## src/rtl/led_pattern_engine.sv

```systemverilog
// LED bank driver: shared millisecond prescaler, free-running PWM frame counter,
// and per-channel OFF/ON/BLINK/PWM generators programmed through a small write port.

module led_cfg_regs #(
    parameter int NUM_LED    = 6,
    parameter int RST_PERIOD = 500,
    parameter int CH_W       = 3
) (
    input  logic                        sys_clk,
    input  logic                        sys_rst_n,
    input  logic                        cfg_we,
    input  logic [CH_W-1:0]             cfg_ch,
    input  logic [1:0]                  cfg_mode,
    input  logic [15:0]                 cfg_period,
    input  logic [7:0]                  cfg_duty,
    output logic [NUM_LED-1:0]          wr_hit,
    output logic [NUM_LED-1:0][1:0]     mode,
    output logic [NUM_LED-1:0][15:0]    period,
    output logic [NUM_LED-1:0][7:0]     duty
);
    localparam logic [1:0] MODE_BLINK = 2'd2;

    // Channel numbers at or above NUM_LED never match, so such writes fall away.
    always_comb begin
        wr_hit = '0;
        for (int i = 0; i < NUM_LED; i++) begin
            wr_hit[i] = cfg_we && (cfg_ch == CH_W'(i));
        end
    end

    always_ff @(posedge sys_clk or negedge sys_rst_n) begin
        if (!sys_rst_n) begin
            for (int i = 0; i < NUM_LED; i++) begin
                mode[i]   <= MODE_BLINK;
                period[i] <= 16'(RST_PERIOD);
                duty[i]   <= 8'd0;
            end
        end else begin
            for (int i = 0; i < NUM_LED; i++) begin
                if (wr_hit[i]) begin
                    mode[i]   <= cfg_mode;
                    period[i] <= cfg_period;
                    duty[i]   <= cfg_duty;
                end
            end
        end
    end
endmodule

module led_channel (
    input  logic        sys_clk,
    input  logic        sys_rst_n,
    input  logic        tick,
    input  logic        sync_i,
    input  logic        wr_hit,
    input  logic [1:0]  mode,
    input  logic [15:0] period,
    input  logic [7:0]  duty,
    input  logic [7:0]  pwm_cnt,
    output logic        lit_out
);
    localparam logic [1:0] MODE_OFF   = 2'd0;
    localparam logic [1:0] MODE_ON    = 2'd1;
    localparam logic [1:0] MODE_BLINK = 2'd2;
    localparam logic [1:0] MODE_PWM   = 2'd3;

    logic [15:0] cnt;
    logic        lit;
    logic [15:0] last_cnt;

    // A zero half-period behaves as one tick.
    assign last_cnt = (period == 16'd0) ? 16'd0 : period - 16'd1;

    // A write or sync restarts the phase and beats any tick in the same cycle.
    always_ff @(posedge sys_clk or negedge sys_rst_n) begin
        if (!sys_rst_n) begin
            cnt <= 16'd0;
            lit <= 1'b0;
        end else if (wr_hit || sync_i) begin
            cnt <= 16'd0;
            lit <= 1'b0;
        end else if (tick && (mode == MODE_BLINK)) begin
            if (cnt >= last_cnt) begin
                cnt <= 16'd0;
                lit <= ~lit;
            end else begin
                cnt <= cnt + 16'd1;
            end
        end
    end

    always_comb begin
        lit_out = 1'b0;
        case (mode)
            MODE_OFF:   lit_out = 1'b0;
            MODE_ON:    lit_out = 1'b1;
            MODE_BLINK: lit_out = lit;
            MODE_PWM:   lit_out = (pwm_cnt < duty);
            default:    lit_out = 1'b0;
        endcase
    end
endmodule

module led_pattern_engine #(
    parameter int NUM_LED        = 6,
    parameter int TICK_DIV       = 27000,
    parameter int RST_PERIOD     = 500,
    parameter bit LED_ACTIVE_LOW = 1'b1,
    parameter int CH_W           = 3
) (
    input  logic                sys_clk,
    input  logic                sys_rst_n,
    input  logic                cfg_we,
    input  logic [CH_W-1:0]     cfg_ch,
    input  logic [1:0]          cfg_mode,
    input  logic [15:0]         cfg_period,
    input  logic [7:0]          cfg_duty,
    input  logic                sync_i,
    output logic                tick_o,
    output logic [NUM_LED-1:0]  led
);
    localparam int PS_W = $clog2(TICK_DIV);

    logic [PS_W-1:0]            prescaler;
    logic                       tick;
    logic [7:0]                 pwm_cnt;
    logic [NUM_LED-1:0]         wr_hit;
    logic [NUM_LED-1:0][1:0]    mode;
    logic [NUM_LED-1:0][15:0]   period;
    logic [NUM_LED-1:0][7:0]    duty;
    logic [NUM_LED-1:0]         lit_out;

    assign tick = (prescaler == PS_W'(TICK_DIV - 1));

    always_ff @(posedge sys_clk or negedge sys_rst_n) begin
        if (!sys_rst_n) begin
            prescaler <= '0;
            tick_o    <= 1'b0;
            pwm_cnt   <= 8'd0;
        end else begin
            prescaler <= tick ? '0 : prescaler + 1'b1;
            tick_o    <= tick;
            pwm_cnt   <= pwm_cnt + 8'd1;
        end
    end

    led_cfg_regs #(
        .NUM_LED    (NUM_LED),
        .RST_PERIOD (RST_PERIOD),
        .CH_W       (CH_W)
    ) u_cfg_regs (
        .sys_clk    (sys_clk),
        .sys_rst_n  (sys_rst_n),
        .cfg_we     (cfg_we),
        .cfg_ch     (cfg_ch),
        .cfg_mode   (cfg_mode),
        .cfg_period (cfg_period),
        .cfg_duty   (cfg_duty),
        .wr_hit     (wr_hit),
        .mode       (mode),
        .period     (period),
        .duty       (duty)
    );

    for (genvar g = 0; g < NUM_LED; g++) begin : g_ch
        led_channel u_ch (
            .sys_clk   (sys_clk),
            .sys_rst_n (sys_rst_n),
            .tick      (tick),
            .sync_i    (sync_i),
            .wr_hit    (wr_hit[g]),
            .mode      (mode[g]),
            .period    (period[g]),
            .duty      (duty[g]),
            .pwm_cnt   (pwm_cnt),
            .lit_out   (lit_out[g])
        );
    end

    always_ff @(posedge sys_clk or negedge sys_rst_n) begin
        if (!sys_rst_n) begin
            led <= {NUM_LED{LED_ACTIVE_LOW}};
        end else begin
            led <= lit_out ^ {NUM_LED{LED_ACTIVE_LOW}};
        end
    end
endmodule

```

## config.mk

```make
export PLATFORM = sky130hd
export DESIGN_NAME = led_pattern_engine
export DESIGN_NICKNAME = d
export VERILOG_FILES = /design/src/rtl/led_pattern_engine.sv
export SDC_FILE = /design/constraint.sdc
export NUM_CORES = 1
export LEC_CHECK = 0
export CORE_ASPECT_RATIO = 1.1
export CORE_MARGIN = 2
export CORE_UTILIZATION = 30
export DETAILED_ROUTE_END_ITERATION = 8
export GPL_ROUTABILITY_DRIVEN = 0
export PLACE_DENSITY = 0.48
export SYNTH_ARGS = -nofsm -noshare
export SYNTH_HDL_FRONTEND = slang
export SYNTH_SLANG_ARGS = --single-unit
```

## constraint.sdc

```tcl
create_clock -name sys_clk -period 11.31 [get_ports sys_clk]
set_clock_uncertainty 0.2 [all_clocks]
set_input_delay 2.262 -clock sys_clk [delete_from_list [all_inputs] [get_ports sys_clk]]
set_output_delay 2.262 -clock sys_clk [all_outputs]
set_load 0.005 [all_outputs]
```

==> flow_summary_export.csv <==
group,metric,value,unit
hold_path,min_to,"u_cfg_regs.duty[40]",
clocking,post-cts-setup-buffers,0,
clocking,postCtsHoldBufs,0,
worst_setup_path,crit_type,"primary input to flip-flop",
power_and_ir_drop,ir_drop,0.00008347,V
clocking,ctsRootBufferMaster,"clkbuf_16",
routing,dr.pass1.iters,5,
logic_synthesis,synth_flop_cell,"dfrtp_1",
sta,final_max_slew_viol_count,0,
logic_synthesis,synth_nets,2004,
sta,max_slew_margin,33.43,%
sta,setup_violations,0,
floorplanning,coreArea,0.05733,sq mm
logic_synthesis,syn_area,0.01736,sq mm
logic_synthesis,ys_seq_elements,288,
worst_setup_path,crit_path_end_kind,"flip-flop",
floorplanning,start_util,30.29,%
power_and_ir_drop,leakagePower,8.939,nW
worst_setup_path,crit_required,11.54,ns
clocking,clkSlewWorstSetupHoldPaths,0.05,ns
clocking,clkSinkCount,288,
sta,rsz0062_at_grt,"no",
final_layout,drive_gt1_share,12.80,%
worst_setup_path,path_max_fanout,39,
routing,ant_nets,0,
floorplanning,ioPinCount,40,
floorplanning,die_area,0.05982,sq mm
global_route,grt_pass1_wl,73890,um
logic_synthesis,synth_cell_types,59,
worst_setup_path,regToRegSetupSlack,6.39,ns
final_layout,instances_no_fill,2637,
logic_synthesis,synthCells,1813,
worst_setup_path,cp.arrival,5.37,ns
logic_synthesis,synth-edff-count,0,
run_status,status,"completed",
worst_setup_path,ff2ff_path_depth,12,
logic_synthesis,synth_area_per_cell,9.577,sq um
placement,place_inst,2565,
routing,via_per_inst,4.953,
hold_path,min_from,"u_cfg_regs.duty[40]",
sta,layout_worst_path_cycle_share,45.45,%
worst_setup_path,reg2reg_to,"g_ch[1].u_ch.lit",
global_route,grt_max_degree,167,
worst_setup_path,startpoint_type,"primary input",
sta,layout_min_cycle_time,5.140,ns
routing,drt_iter0_drc,765,
sta,fin_tns_setup,0,ns
floorplanning,die_h,256.3,um
final_layout,syn2layout_area_growth,15.09,%
sta,tightest_slew,0.9986,ns
clocking,numCtsBuffers,38,
routing,drcViolationCount,0,
global_route,track_usage,15.81,%
power_and_ir_drop,power.density,162.2,mW/mm^2
final_layout,layout.nets,2044,
placement,hpwl,31900,um
sta,fmax,0.1945,GHz
placement,port_buffers,39,
hold_path,min-delay-path-class,"flip-flop to flip-flop",
clocking,cts_tree,"done",
clocking,cts_resized,0,
global_route,antenna_found_initial,1,
worst_setup_path,r2r-start,"u_cfg_regs.period[25]",
routing,vias,13060,
routing,routed_wl,46560,um
hold_path,hold_depth,2,
global_route,grt_remaining_overflow,0,
floorplanning,fp-row-count,92,
global_route,grt_pass1_vias,13210,
clocking,htree_levels,2,
routing,wl_per_cell,17.66,um
logic_synthesis,ys_warn_count,0,
clocking,clockBufferDepth,3,
logic_synthesis,ys_async_sr_fraction,100.0,%
clocking,worst_skew_pair.late_latency,0.55,ns
floorplanning,die_w,233.4,um
sta,hold_violations,0,
logic_synthesis,ys_seq_area_share,41.85,%
flow_run,cap_violations,0,
[Yosys cell counts, drive strengths merged (8+ instances only)]
cell type	n	area, sq um
nand2	273	1025
a21o	25	187.7
or3	14	87.58
nand2b	19	118.9
a21oi	48	240.2
o21ai	94	470.5
a311o	8	80.08
and4	8	70.07
nand3	54	270.3
buf	15	70.07
clkbuf	39	146.4
dfrtp	240	6006
nor2	132	495.5
nor3	66	330.3
xnor2	80	700.7
and2	10	62.56
and3	24	150.1
nor4	29	202.7
nand4	44	275.3
dfstp	48	1261
a22o	15	131.4
nor2b	19	118.9
inv	75	281.5
or4	10	78.82
xor2	72	630.6
mux2	98	1104
ha	158	1977
[state kept, by name, summed over array words and instances (netlist names)]
signal / count
g_ch.u_ch.cnt: 96
u_cfg_regs.period: 96
u_cfg_regs.duty: 48
prescaler: 15
u_cfg_regs.mode: 12
pwm_cnt: 8
g_ch.u_ch.lit: 6
led: 6
tick_o: 1
[placed cells by master, fill, tap and decap left out, drive strengths merged, types with 29 or more instances in the layout]
cell type      Yosys  layout
dfstp             48      48
nand4             44      44
nor4              29      29
clkbuf            39      53
xor2              72      72
dfrtp            240     240
nand2            273     273
o21ai             94      94
nand3             54      54
clkdlybuf4s50      0      38
xnor2             80      80
a21oi             48      48
mux2              98      98
nor3              66      66
inv               75      76
ha               158     158
nor2             132     132
[power breakdown]
group / switching [W] / internal [W]
clock network: 0.000486 / 0.000764
registers: 0.000134 / 0.00120
logic: 0.000352 / 0.000304
[worst max path at each step]
| stage | start | end | cells past startpoint | slack [ns] |
|---|---|---|---|---|
| finish | cfg_ch[1] | g_ch[2].u_ch.lit | 8 | 6.17 |
| global route | u_cfg_regs.period[35] | g_ch[2].u_ch.lit | 13 | 5.88 |
| CTS | cfg_ch[1] | g_ch[2].u_ch.lit | 8 | 6.18 |
| detailed placement | cfg_ch[1] | g_ch[2].u_ch.lit | 8 | 5.60 |
| global placement | cfg_ch[1] | g_ch[2].u_ch.lit | 8 | 5.67 |
| floorplan | cfg_ch[2] | u_cfg_regs.duty[0] | 4 | 7.15 |
[cell families after synthesis]
family,synth area share (%)
and+or+nand+nor,20.54
DFF,41.85
AOI/OAI and AO/OA,9.152
adders and majority gates,11.39
xor gates and xnor gates,7.667
buffers and inverters,2.868
muxes,6.529
[layout make-up]
type,instances,area (sq um)
clock buffer,53,1121
sequential,288,7267
multi-input combinational,1396,9668
clock inverter,17,178.9
timing repair buffer,54,520.5
fill,5840,37340
antenna,2,5.005
inverter,75,281.5
tap,752,940.9
[metal layers]
layer  GRT usage, %  vias up  routed length (um)  part of all wire [%]
met5              0        -                   0                     0
met4          5.204        0                1445                   3.1
met3          2.814       82                1673                   3.6
met2          26.66      165               22190                    48
met1          20.36     6326               21250                    46
li1               -     6487                   -                     -
[critical path, cell delays in order]
cell	delay, ns
clkdlybuf4s50_1	0.73
nor4bb_4	0.28
buf_4	0.43
a311o_1	0.19
a211o_1	0.10
a211o_1	0.18
nor2b_1	0.78
mux2_2	0.41
[through the flow]
stage | total power, W | hold slack (ns) | setup slack [ns] | util, % | instance area (sq um)
after floorplan | 0.001784 | 0.2401 | 7.151 | - | 17360
after global placement | 0.001992 | 0.2591 | 5.666 | 32.58 | 18680
after detailed placement | 0.002012 | 0.2679 | 5.599 | 32.58 | 18680
after CTS | 0.003294 | 0.2823 | 6.177 | 34.85 | 19980
after global routing | 0.003448 | 0.3061 | 5.875 | 34.85 | 19980
final | 0.003241 | 0.2797 | 6.170 | 34.86 | 19980
Note: power is estimated with default switching activity, not from simulation.
